===== config.mk =====
export PLATFORM = sky130hd
export DESIGN_NAME = counter_run_controller
export DESIGN_NICKNAME = d
export VERILOG_FILES = /design/src/rtl/counter_ctrl_pkg.sv /design/src/rtl/tick_prescaler.sv /design/src/rtl/counter_run_controller.sv
export SDC_FILE = /design/constraint.sdc
export NUM_CORES = 1
export LEC_CHECK = 0
export ABC_AREA = 1
export CORE_MARGIN = 1
export CORE_UTILIZATION = 30
export CTS_CLUSTER_DIAMETER = 120
export DETAILED_ROUTE_END_ITERATION = 10
export GPL_TIMING_DRIVEN = 1
export RECOVER_POWER = 50
export SYNTH_ARGS = -nofsm -noshare
export SYNTH_HDL_FRONTEND = slang
export SYNTH_SLANG_ARGS = --single-unit
export TNS_END_PERCENT = 30

===== constraint.sdc =====
create_clock -name clk -period 2.7 [get_ports clk]
set_clock_uncertainty 0.05 [all_clocks]
set_input_delay 0.54 -clock clk [delete_from_list [all_inputs] [get_ports clk]]
set_output_delay 0.54 -clock clk [all_outputs]
set_load 0.01 [all_outputs]

===== src/rtl/counter_ctrl_pkg.sv =====
// Shared constants for the counter run controller: state encoding and
// default prescaler/counter sizing.
package counter_ctrl_pkg;

  localparam logic [1:0] ST_IDLE = 2'd0;
  localparam logic [1:0] ST_RUN  = 2'd1;
  localparam logic [1:0] ST_HOLD = 2'd2;
  localparam logic [1:0] ST_DONE = 2'd3;

  localparam int DEFAULT_DIV_COUNT = 8388608;
  localparam int DEFAULT_DIV_W     = 23;
  localparam int DEFAULT_CNT_W     = 4;

endpackage


===== src/rtl/tick_prescaler.sv =====
// Modulo-DIV_COUNT cycle counter producing a one-cycle tick enable on the
// cycle it wraps. clr has priority over en; shared by other board blocks.
module tick_prescaler
  import counter_ctrl_pkg::*;
#(
  parameter int DIV_COUNT = DEFAULT_DIV_COUNT,
  parameter int DIV_W     = DEFAULT_DIV_W
) (
  input  logic clk,
  input  logic reset,
  input  logic en,
  input  logic clr,
  output logic tick
);

  localparam logic [DIV_W-1:0] LAST = DIV_W'(DIV_COUNT - 1);

  logic [DIV_W-1:0] cnt;

  // Combinational so the owner can act on the wrap in the same cycle.
  assign tick = en && !clr && (cnt == LAST);

  // NOTE: sequential state uses non-blocking assignments so every register
  // samples its inputs from before the edge, independent of statement order.
  always_ff @(posedge clk or negedge reset) begin
    if (!reset) begin
      cnt <= '0;
    end else if (clr) begin
      cnt <= '0;
    end else if (en) begin
      cnt <= (cnt == LAST) ? '0 : cnt + DIV_W'(1);
    end
  end

endmodule


===== src/rtl/counter_run_controller.sv =====
// Start/stop/pause sequencer for the board 4-bit up counter with programmable
// terminal count and optional auto-reload; single clock, prescaled tick enable.
module counter_run_controller
  import counter_ctrl_pkg::*;
#(
  parameter int DIV_COUNT = DEFAULT_DIV_COUNT,
  parameter int DIV_W     = DEFAULT_DIV_W,
  parameter int CNT_W     = DEFAULT_CNT_W
) (
  input  logic             clk,
  input  logic             reset,
  input  logic             start,
  input  logic             stop,
  input  logic             pause,
  input  logic [CNT_W-1:0] target,
  input  logic             autoreload,
  output logic [CNT_W-1:0] count,
  output logic             tick,
  output logic             busy,
  output logic             done,
  output logic [1:0]       state
);

  logic [CNT_W-1:0] target_q;
  logic [CNT_W-1:0] count_n;
  logic [CNT_W-1:0] target_n;
  logic [CNT_W-1:0] count_inc;
  logic [1:0]       state_n;
  logic             done_n;
  logic             tick_n;
  logic             pre_en;
  logic             pre_clr;
  logic             pre_tick;

  // Any start or stop restarts the prescaler; it only advances while running.
  assign pre_clr = stop || start;
  assign pre_en  = (state == ST_RUN) && !pre_clr;

  tick_prescaler #(
    .DIV_COUNT (DIV_COUNT),
    .DIV_W     (DIV_W)
  ) u_prescaler (
    .clk   (clk),
    .reset (reset),
    .en    (pre_en),
    .clr   (pre_clr),
    .tick  (pre_tick)
  );

  assign count_inc = count + CNT_W'(1);

  // NOTE: every variable assigned here gets a default first so no path
  // leaves it unassigned, which would otherwise infer a latch.
  always_comb begin
    state_n  = state;
    count_n  = count;
    target_n = target_q;
    done_n   = 1'b0;
    tick_n   = 1'b0;

    if (stop) begin
      state_n = ST_IDLE;
      count_n = '0;
    end else if (start) begin
      state_n  = ST_RUN;
      count_n  = '0;
      target_n = target;
    end else begin
      case (state)
        ST_RUN: begin
          if (pause) begin
            state_n = ST_HOLD;
          end
          // A coincident tick still updates count; a terminal stop beats HOLD.
          if (pre_tick) begin
            tick_n = 1'b1;
            if (count_inc != target_q) begin
              count_n = count_inc;
            end else if (autoreload) begin
              count_n = '0;
              done_n  = 1'b1;
            end else begin
              count_n = target_q;
              done_n  = 1'b1;
              state_n = ST_DONE;
            end
          end
        end
        ST_HOLD: begin
          if (pause) begin
            state_n = ST_RUN;
          end
        end
        ST_DONE: begin
          done_n = done;
        end
        default: begin
          state_n = ST_IDLE;
        end
      endcase
    end
  end

  always_ff @(posedge clk or negedge reset) begin
    if (!reset) begin
      state    <= ST_IDLE;
      count    <= '0;
      target_q <= '0;
      done     <= 1'b0;
      tick     <= 1'b0;
    end else begin
      state    <= state_n;
      count    <= count_n;
      target_q <= target_n;
      done     <= done_n;
      tick     <= tick_n;
    end
  end

  assign busy = (state == ST_RUN) || (state == ST_HOLD);

endmodule


# Word level (Yosys, flattened, before mapping)
# Index checks and enable logic that the tools add are counted.
# word_totals
register_bits	35
in_bits	10
output_inout_bits	9
wordCells	54
# op_classes
n_addsub	2
eq_ne	7
muxes	26
n_bitwise	1
n_reduce_logical	12
# op_table
op	count
$mux W23	3
$mux W4	6
$add A23 B1 Y23 const B	1
$eq A23 B23 Y1 const B	1
$mux W2	7
$mux W1	8
$pmux W2 S3	1
$reduce_and A2 Y1	3
$reduce_bool A3 Y1	2
$add A4 B1 Y4 const B	1
$eq A2 B2 Y1 const B	2
$ne A4 B4 Y1	1
$ne A4 B4 Y1 const B	1
$logic_and A1 B1 Y1	3
$ne A3 B3 Y1 const B	1
$eq A2 B1 Y1 const B	1
$logic_or A1 B1 Y1	2
$pmux W1 S2	1
$reduce_bool A2 Y1	1
$logic_not A1 Y1	1
$not A1 Y1	1

# Depth between registers and ports, before layout
# Gate-level depths: netlist of the first run.
# logic_depth
depth_word	9
depth_mapped	13

# By module
# A second synthesis of the first run with hierarchy kept.
# hier_totals
hier_cells	298
hier_area_um2	2250.9
# modules_own_cells
module	instances	cells_per_inst	area_per_inst_um2	seq_area_each_um2
tick_prescaler	1	186	1465.2	575.6
counter_run_controller	1	112	785.8	300.3

# Least setup slack after synthesis of the first run
# Ideal clock, no wire load.
# synth_timing
path_type	reg-to-reg
startpoint	register count[0]
endpoint	register count[0]
setup_ns	0.129
t_arrival_ns	1.537
t_required_ns	2.521
path_slack_ns	0.985
path_stages_with_launch	11
n_path_buf	0
synth_period_minus_slack_ns	1.715
path_cell_list	dfrtp_1 -> ha_1 -> inv_1 -> nand2_1 -> nand2_1 -> nor2_1 -> nand3_1 -> nor2_2 -> inv_1 -> a21oi_1 -> o22ai_1
# synth_via
elab_chain_cells	7
# synth_rtl
item	line_no	text
start: declaration	counter_run_controller.sv:17	output logic [CNT_W-1:0] count,
start signal: assignment	counter_run_controller.sv:113	count <= count_n;
$add A4 B1 Y4 *	counter_run_controller.sv:50	assign count_inc = count + CNT_W'(1);
$ne A4 B4 Y1	counter_run_controller.sv:77	if (count_inc != target_q) begin
$mux W4 *	counter_run_controller.sv:77	
$mux W4 *	counter_run_controller.sv:75	if (pre_tick) begin
$mux W4 *	counter_run_controller.sv:69	case (state)
$mux W4 *	counter_run_controller.sv:64	end else if (start) begin
$mux W4 *	counter_run_controller.sv:61	if (stop) begin
# Mark *: on every way between the ends. The rest lies on a longest branch, timed or not. The select of a mux whose other input is x is not followed.
# A chain may end at the register's enable or synchronous reset.

# Worst setup path in the final report of the first run
# layout_timing
startpoint	register state[0]
endpoint	output busy
# layout_via
elab_chain_cells	2
elab_cells_between_ends	3
# layout_rtl
item	line_no	text
start: declaration	counter_run_controller.sv:21	output logic [1:0] state
start signal: assignment	counter_run_controller.sv:112	state <= state_n;
$eq A2 B1 Y1 or $eq A2 B2 Y1 (tied branches)	counter_run_controller.sv:120	assign busy = (state == ST_RUN) || (state == ST_HOLD);
$logic_or A1 B1 Y1 *	counter_run_controller.sv:120	
end: declaration	counter_run_controller.sv:19	output logic busy,
# Mark *: on every way between the ends. The rest lies on a longest branch, timed or not.

==> results.md, run 1 <==
* Global-route wire length before repair at 8400 microns
* Nets at 312
* Die Y-Extent at 86.3 microns
* Chip Width at 86.3 microns
* Area contributors post-synth: dfrtp_1 41%, nand2_1 12%, inv_1 6.0%, nand3_1 4.9%, o21ai_0 4.7%
* Post-CTS Setup Repair Bufs at 0
* Post-synth EDFFs at 0
* WP data required at 2110 ps
* Synth Area per Inst at 7.80 sq um
* CTS buffer count at 5
* Final hold vios at 0
* Worst-path cell chain: inv_1 > ha_1 > inv_1 > clkdlybuf4s50_1
* Post-synth top area cell: dfrtp_1
* Post-detailed-route wirelength per cell at 12.0 microns
* ANT nets after route at 0
* Syn Nets at 288
* Area growth syn-to-layout at 17.0%
* Gr ovfl total at 0
* Most frequent CP cell: inv_1
* Via count at 1,842
* Clock sink count at 35
* Initial DRC count at 94
* Main synth FF type: dfrtp_1
* Met1 usage at 18.0%
* Synth top area share at 41.1%
* Most common cell in the netlist: nand2_1
* Critical R2R Launch: u_prescaler.cnt[0]$_DFFE_PN0P_
* Initial antenna violation count at 0
* Hpwl dp at 3420 microns
* Worst-Margin Slew at 1920 ps
* Hold Path Depth at 2
* Vias in the first global route at 1,889
* Largest net degree at the start of global routing at 36
* Worst-path clk slew at 60 ps
* DR pass1 iterations at 4
* Root buffer cell: clkbuf_8
* Cells after Synth at 273
* Post-synthesis sequential area ratio at 41.1%
* Setup CP Type: reg2out
* Worst-Skew Late Latency at 280 ps
* CTS HTree Levels at 2
* Hold Buf Count CTS at 0
* Boundary pin count at 19
* Clock Path Buffers at 2
* Share of layout cells above drive strength 1 at 8.78%
* Final TNS setup at 0 ps
* Final setup fails at 0
* GR Layer Usage met2 at 24.4%
* Gr busiest metal: met2
* Initial core utilization at 31.2%
* Port Buffers at 18
* P_leak at 1.14 nW
* Slew HR at -27.8%
* WP buf/inv at 3
* Min-delay src: u_prescaler.cnt[22]$_DFFE_PN0P_
* Final wirelength at 4700 microns
* Synth top cells by count: 70 x nand2_1, 35 x dfrtp_1, 34 x inv_1
* Overall routing resource usage at 14.3%
* Vias per cell at 4.70
* Post-synth ARST share at 100%
* Crit start category: register
* Max capacitance violation total at 1
* Layout Utilization at 36.5%
* RSZ-0062 raised after global routing: no
* Crit Path Max Fanout at 6
* Synth cell types at 36
* Post-CTS sizing at 0
* Residual DRC at 0
* Final worst path period need at 2330 ps
* CP Capture Type: output port
* End of the worst register-to-register path: u_prescaler.cnt[9]$_DFFE_PN0P_
* Hold EP: u_prescaler.cnt[22]$_DFFE_PN0P_
* Worst vdd ir at 160 uV
* Max Clk Rate at 0.429 GHz
* Cell Rows at 30
* PD cells at 386 nW/um^2
* Status: finished, violations left
* Cell Area, Synth at 2130 sq um
* Violated checks: capacitance limit, slew limit
* Synth warn at 0
* Fin crit share at 86.2%
* Slew Limit Fails at 36
* Cell family with most CP delay: buffers and inverters
* Slowest stage delay, CP at 540 ps
* Worst path arrival time at 1740 ps
* WP depth at 4
* FF+latch count, synth at 35
* Die area at 7440 sq um
* Worst Hold Class: reg2reg
* R2R setup slack at 620 ps
* Worst R2R Path Depth at 10
* Met3 usage at 3.62%
* ANT cells at 0
* RD Place Congestion at 0.846
* CORE AREA at 6830 sq um
* CP max stage cell: clkdlybuf4s50_1
* TritonCTS clock tree: done
## layout by cell type (no fill, tap or decap), types with 2 or more instances in the layout
| cell type | synthesis | layout |
|---|---|---|
| inv_1 | 34 | 34 |
| o21ai_0 | 20 | 20 |
| clkbuf_1 | 1 | 2 |
| nand4_1 | 3 | 3 |
| nor2_1 | 19 | 19 |
| nand3_1 | 21 | 21 |
| nor2_2 | 3 | 3 |
| inv_2 | 4 | 4 |
| xor2_1 | 7 | 7 |
| o31ai_1 | 2 | 2 |
| nor3_1 | 5 | 5 |
| o211ai_1 | 2 | 2 |
| nand2_2 | 2 | 2 |
| a41oi_1 | 2 | 2 |
| ha_1 | 5 | 5 |
| a21oi_1 | 12 | 12 |
| clkbuf_8 | 0 | 5 |
| nor3_2 | 3 | 3 |
| nor2_8 | 2 | 2 |
| clkdlybuf4s50_1 | 0 | 16 |
| dfrtp_1 | 35 | 35 |
| o22ai_1 | 6 | 6 |
| nand2_1 | 70 | 70 |
## state kept, by name, summed over array words and instances (netlist names)
register         cells
done                 1
tick                 1
target_q             4
count                4
state                2
u_prescaler.cnt     23
## layout make-up
cell class	count	area [sq um]
multi-input cells	198	1100
clock buffers	6	72.6
fillers	742	4340
repair buffers	19	181
inverters	38	143
well taps	96	120
flip-flops and latches	35	876
## power by group
part           switching [mW]  internal (mW)
registers             0.00694          0.533
clock network           0.171          0.172
logic                  0.0505         0.0276
## metrics by stage
stage / cell area (sq um) / cells / hold slack [ps] / setup slack, ps / power (mW)
2_1_floorplan: 2130 / 273 / 194 / 985 / 0.588
3_3_place_gp: 2420 / 386 / 423 / 395 / 0.629
3_5_place_dp: 2420 / 386 / 419 / 292 / 0.630
4_1_cts: 2490 / 392 / 328 / 360 / 0.978
5_1_grt: 2490 / 392 / 500 / 273 / 1.01
6_report: 2490 / 392 / 433 / 371 / 0.961
## cells by family (layout without fill, tap and decap cells)
family	after synthesis	in the layout	synth area share, %
AND/OR/NAND/NOR	136	136	32.0
AO/OA/AOI/OAI	49	49	13.4
buffers and inverters	40	63	7.23
flip-flops	35	35	41.1
XOR/XNOR	8	8	3.29
adder cells (fa/ha/maj)	5	5	2.94
## worst max path at each step
stage	startpoint	to	slack (ps)
after floorplan	count[0]$_DFFE_PN0P_	count[0]$_DFFE_PN0P_	980
after global placement	start	u_prescaler.cnt[9]$_DFFE_PN0P_	400
after detailed placement	start	u_prescaler.cnt[9]$_DFFE_PN0P_	290
after CTS	state[0]$_DFFE_PN0P_	busy	360
after global routing	state[0]$_DFFE_PN0P_	busy	270
final	state[0]$_DFFE_PN0P_	busy	370
## worst register-to-register path, stage by stage (launching register included)
cell and delay, ps:
dfrtp_1 450, ha_1 240, nand2_2 80, nor2_4 150, nand2_4 110, nor2_8 120, nand3_4 110, nand2_2 310
inv_2 150, o21ai_0 110, a22oi_1 90
## layer usage
metal,vias to the layer above,part of all wire (%)
li1,949,-
met1,863,48
met2,23,48
met3,7,3.0
met4,0,1.1
met5,-,0
Note: power is estimated with default switching activity, not from simulation.
==> run 2: changes to the inputs <==
Settings changed: CTS_BUF_LIST set to sky130_fd_sc_hd__clkbuf_4 sky130_fd_sc_hd__clkbuf_8.
==> run 2 against run 1 <==
Against the previous run: the flow still finishes with violations (capacitance limit, slew limit); maximum frequency unchanged; combinational power barely moved; core utilization increased by 0.055 points; hold slack hardly changed; critical path depth unchanged; flip-flop and latch count did not move; power rose by 1.0%; register-to-register slack barely moved; sequential power hardly changed; final cell count unchanged; global-route usage unchanged; non-clock buffer count unchanged; largest cell class unchanged.
==> results.md, run 2 (synthesis gave the netlist of run 1 again) <==
* Status: finished, violations left
* Violated checks: capacitance limit, slew limit
* Via count at 1,842
* RSZ-0062 raised after global routing: no
* Final wirelength at 4700 microns
* Vias per cell at 4.70
* Multi-input gate area at 1100 sq um
* Layout Utilization at 36.5%
* Number of cells in the finished layout apart from fillers at 392
* DR pass1 iterations at 4
* Max reg flops at 23
* Max capacitance violation total at 1
* Final hold vios at 0
* Placed cells at 386
* Largest net degree at the start of global routing at 36
* Worst path arrival time at 1740 ps
* Final TNS setup at 0 ps
* RD Place Congestion at 0.846
* Min-delay src: u_prescaler.cnt[22]$_DFFE_PN0P_
* Sw Pwr at 229 uW
* Initial antenna violation count at 0
* Max Clk Rate at 0.429 GHz
* Share of total power in sequential cells at 55.6%
* Port Buffers at 18
* Most frequent cells in the layout: 70 x nand2_1, 35 x dfrtp_1, 34 x inv_1
* Initial core utilization at 31.2%
* Die area at 7440 sq um
* Clock sink count at 35
* Internal cell power at 743 uW
* Chip Width at 86.3 microns
* Largest reg by FF count: u_prescaler.cnt
* Fill cells at 742
* CP Capture Type: output port
* P_leak at 1.14 nW
* Cell Rows at 30
* Most common cell after layout, fill and taps aside: nand2_1
* Crit start category: register
* Share of layout cells above drive strength 1 at 9.12%
* Setup CP Type: reg2out
* Worst Hold Class: reg2reg
* Gr ovfl total at 0
* ANT cells at 0
* Critical R2R Launch: u_prescaler.cnt[0]$_DFFE_PN0P_
* Sw frac at 23.5%
* CORE AREA at 6830 sq um
* Worst vdd ir at 161 uV
* Post-CTS Setup Repair Bufs at 0
* Root buffer cell: clkbuf_8
* Hold Buf Count CTS at 0
* Residual DRC at 0
* Boundary pin count at 19
* TritonCTS clock tree: done
* Hpwl dp at 3420 microns
* Global-route wire length before repair at 8400 microns
* Nets at 312
* Area growth syn-to-layout at 17.2%
* Die Y-Extent at 86.3 microns
* Top Registers: u_prescaler.cnt (23), count (4), target_q (4)
* CTS buffer count at 5
* Worst-Skew Late Latency at 280 ps
* Post-CTS sizing at 0
* Initial DRC count at 94
* Crit. Startpoint: state[0]$_DFFE_PN0P_
* Final worst path period need at 2330 ps
* WP data required at 2110 ps
* Vias in the first global route at 1,889
* Crit Path Max Fanout at 6
* Combinational power share at 8.0%
* Post-detailed-route wirelength per cell at 12.0 microns
* Worst-Margin Slew at 1920 ps
* Overall routing resource usage at 14.3%
* Final setup fails at 0
* CTS HTree Levels at 2
* PD cells at 389 nW/um^2
* Worst-path clk slew at 60 ps
* Slew Limit Fails at 36
* Clock Path Buffers at 2
* ANT nets after route at 0
* Clock power share at 36.3%
* Fin crit share at 86.2%
* Slew HR at -27.8%
* Register Area at 876 sq um
[run 2: cell counts in the layout (fill, tap and decap cells not counted)]
No cell type changed its count.
[run 2: power groups by stage]
stage | logic, mW | registers, mW | clock network [mW]
after floorplan | 0.0390 | 0.549 | 0
after global placement | 0.0788 | 0.550 | 0
after detailed placement | 0.0796 | 0.550 | 0
after CTS | 0.0800 | 0.540 | 0.368
after global routing | 0.0903 | 0.541 | 0.386
final | 0.0781 | 0.540 | 0.353
[run 2: layer usage]
metal,up-vias,GRT usage (%),wire [microns]
met4,0,3.94,53
li1,949,-,-
met3,7,3.62,142
met5,-,0,0
met1,863,18.0,2260
met2,23,24.4,2240
[run 2: final cells by class]
cell class                      count  area share, %
Inverter                           38           5.71
Clock buffer                        6           3.06
Sequential cell                    35           35.1
Multi-Input combinational cell    198           44.1
Timing Repair Buffer               19           7.27
Tap cell                           96           4.81
[run 2: per-stage QoR]
stage | setup slack [ps] | hold slack (ps) | area (sq um) | power, mW
after global placement | 395 | 423 | 2420 | 0.629
final | 371 | 433 | 2500 | 0.971
after CTS | 360 | 328 | 2500 | 0.988
after floorplan | 985 | 194 | 2130 | 0.588
after detailed placement | 292 | 419 | 2420 | 0.630
after global routing | 273 | 500 | 2500 | 1.02
[run 2: critical path, cell delays in order, from the launching register on]
cell,delay [ps]
dfrtp_1,440
inv_1,70
ha_1,310
inv_1,100
clkdlybuf4s50_1,540
[run 2: path summary, 6_finish.rpt]
| path | to | slack, ps | depth (start not counted) |
|---|---|---|---|
| setup reg to reg | u_prescaler.cnt[9]$_DFFE_PN0P_ | 620 | 10 |
| min in group asynchronous | target_q[3]$_DFFE_PN0P_ | 730 | 1 |
| hold / removal | u_prescaler.cnt[22]$_DFFE_PN0P_ | 430 | 2 |
| hold reg to reg | u_prescaler.cnt[22]$_DFFE_PN0P_ | 430 | 2 |
| setup / recovery | busy | 370 | 4 |
| max in group asynchronous | done$_DFFE_PN0P_ | 760 | 1 |
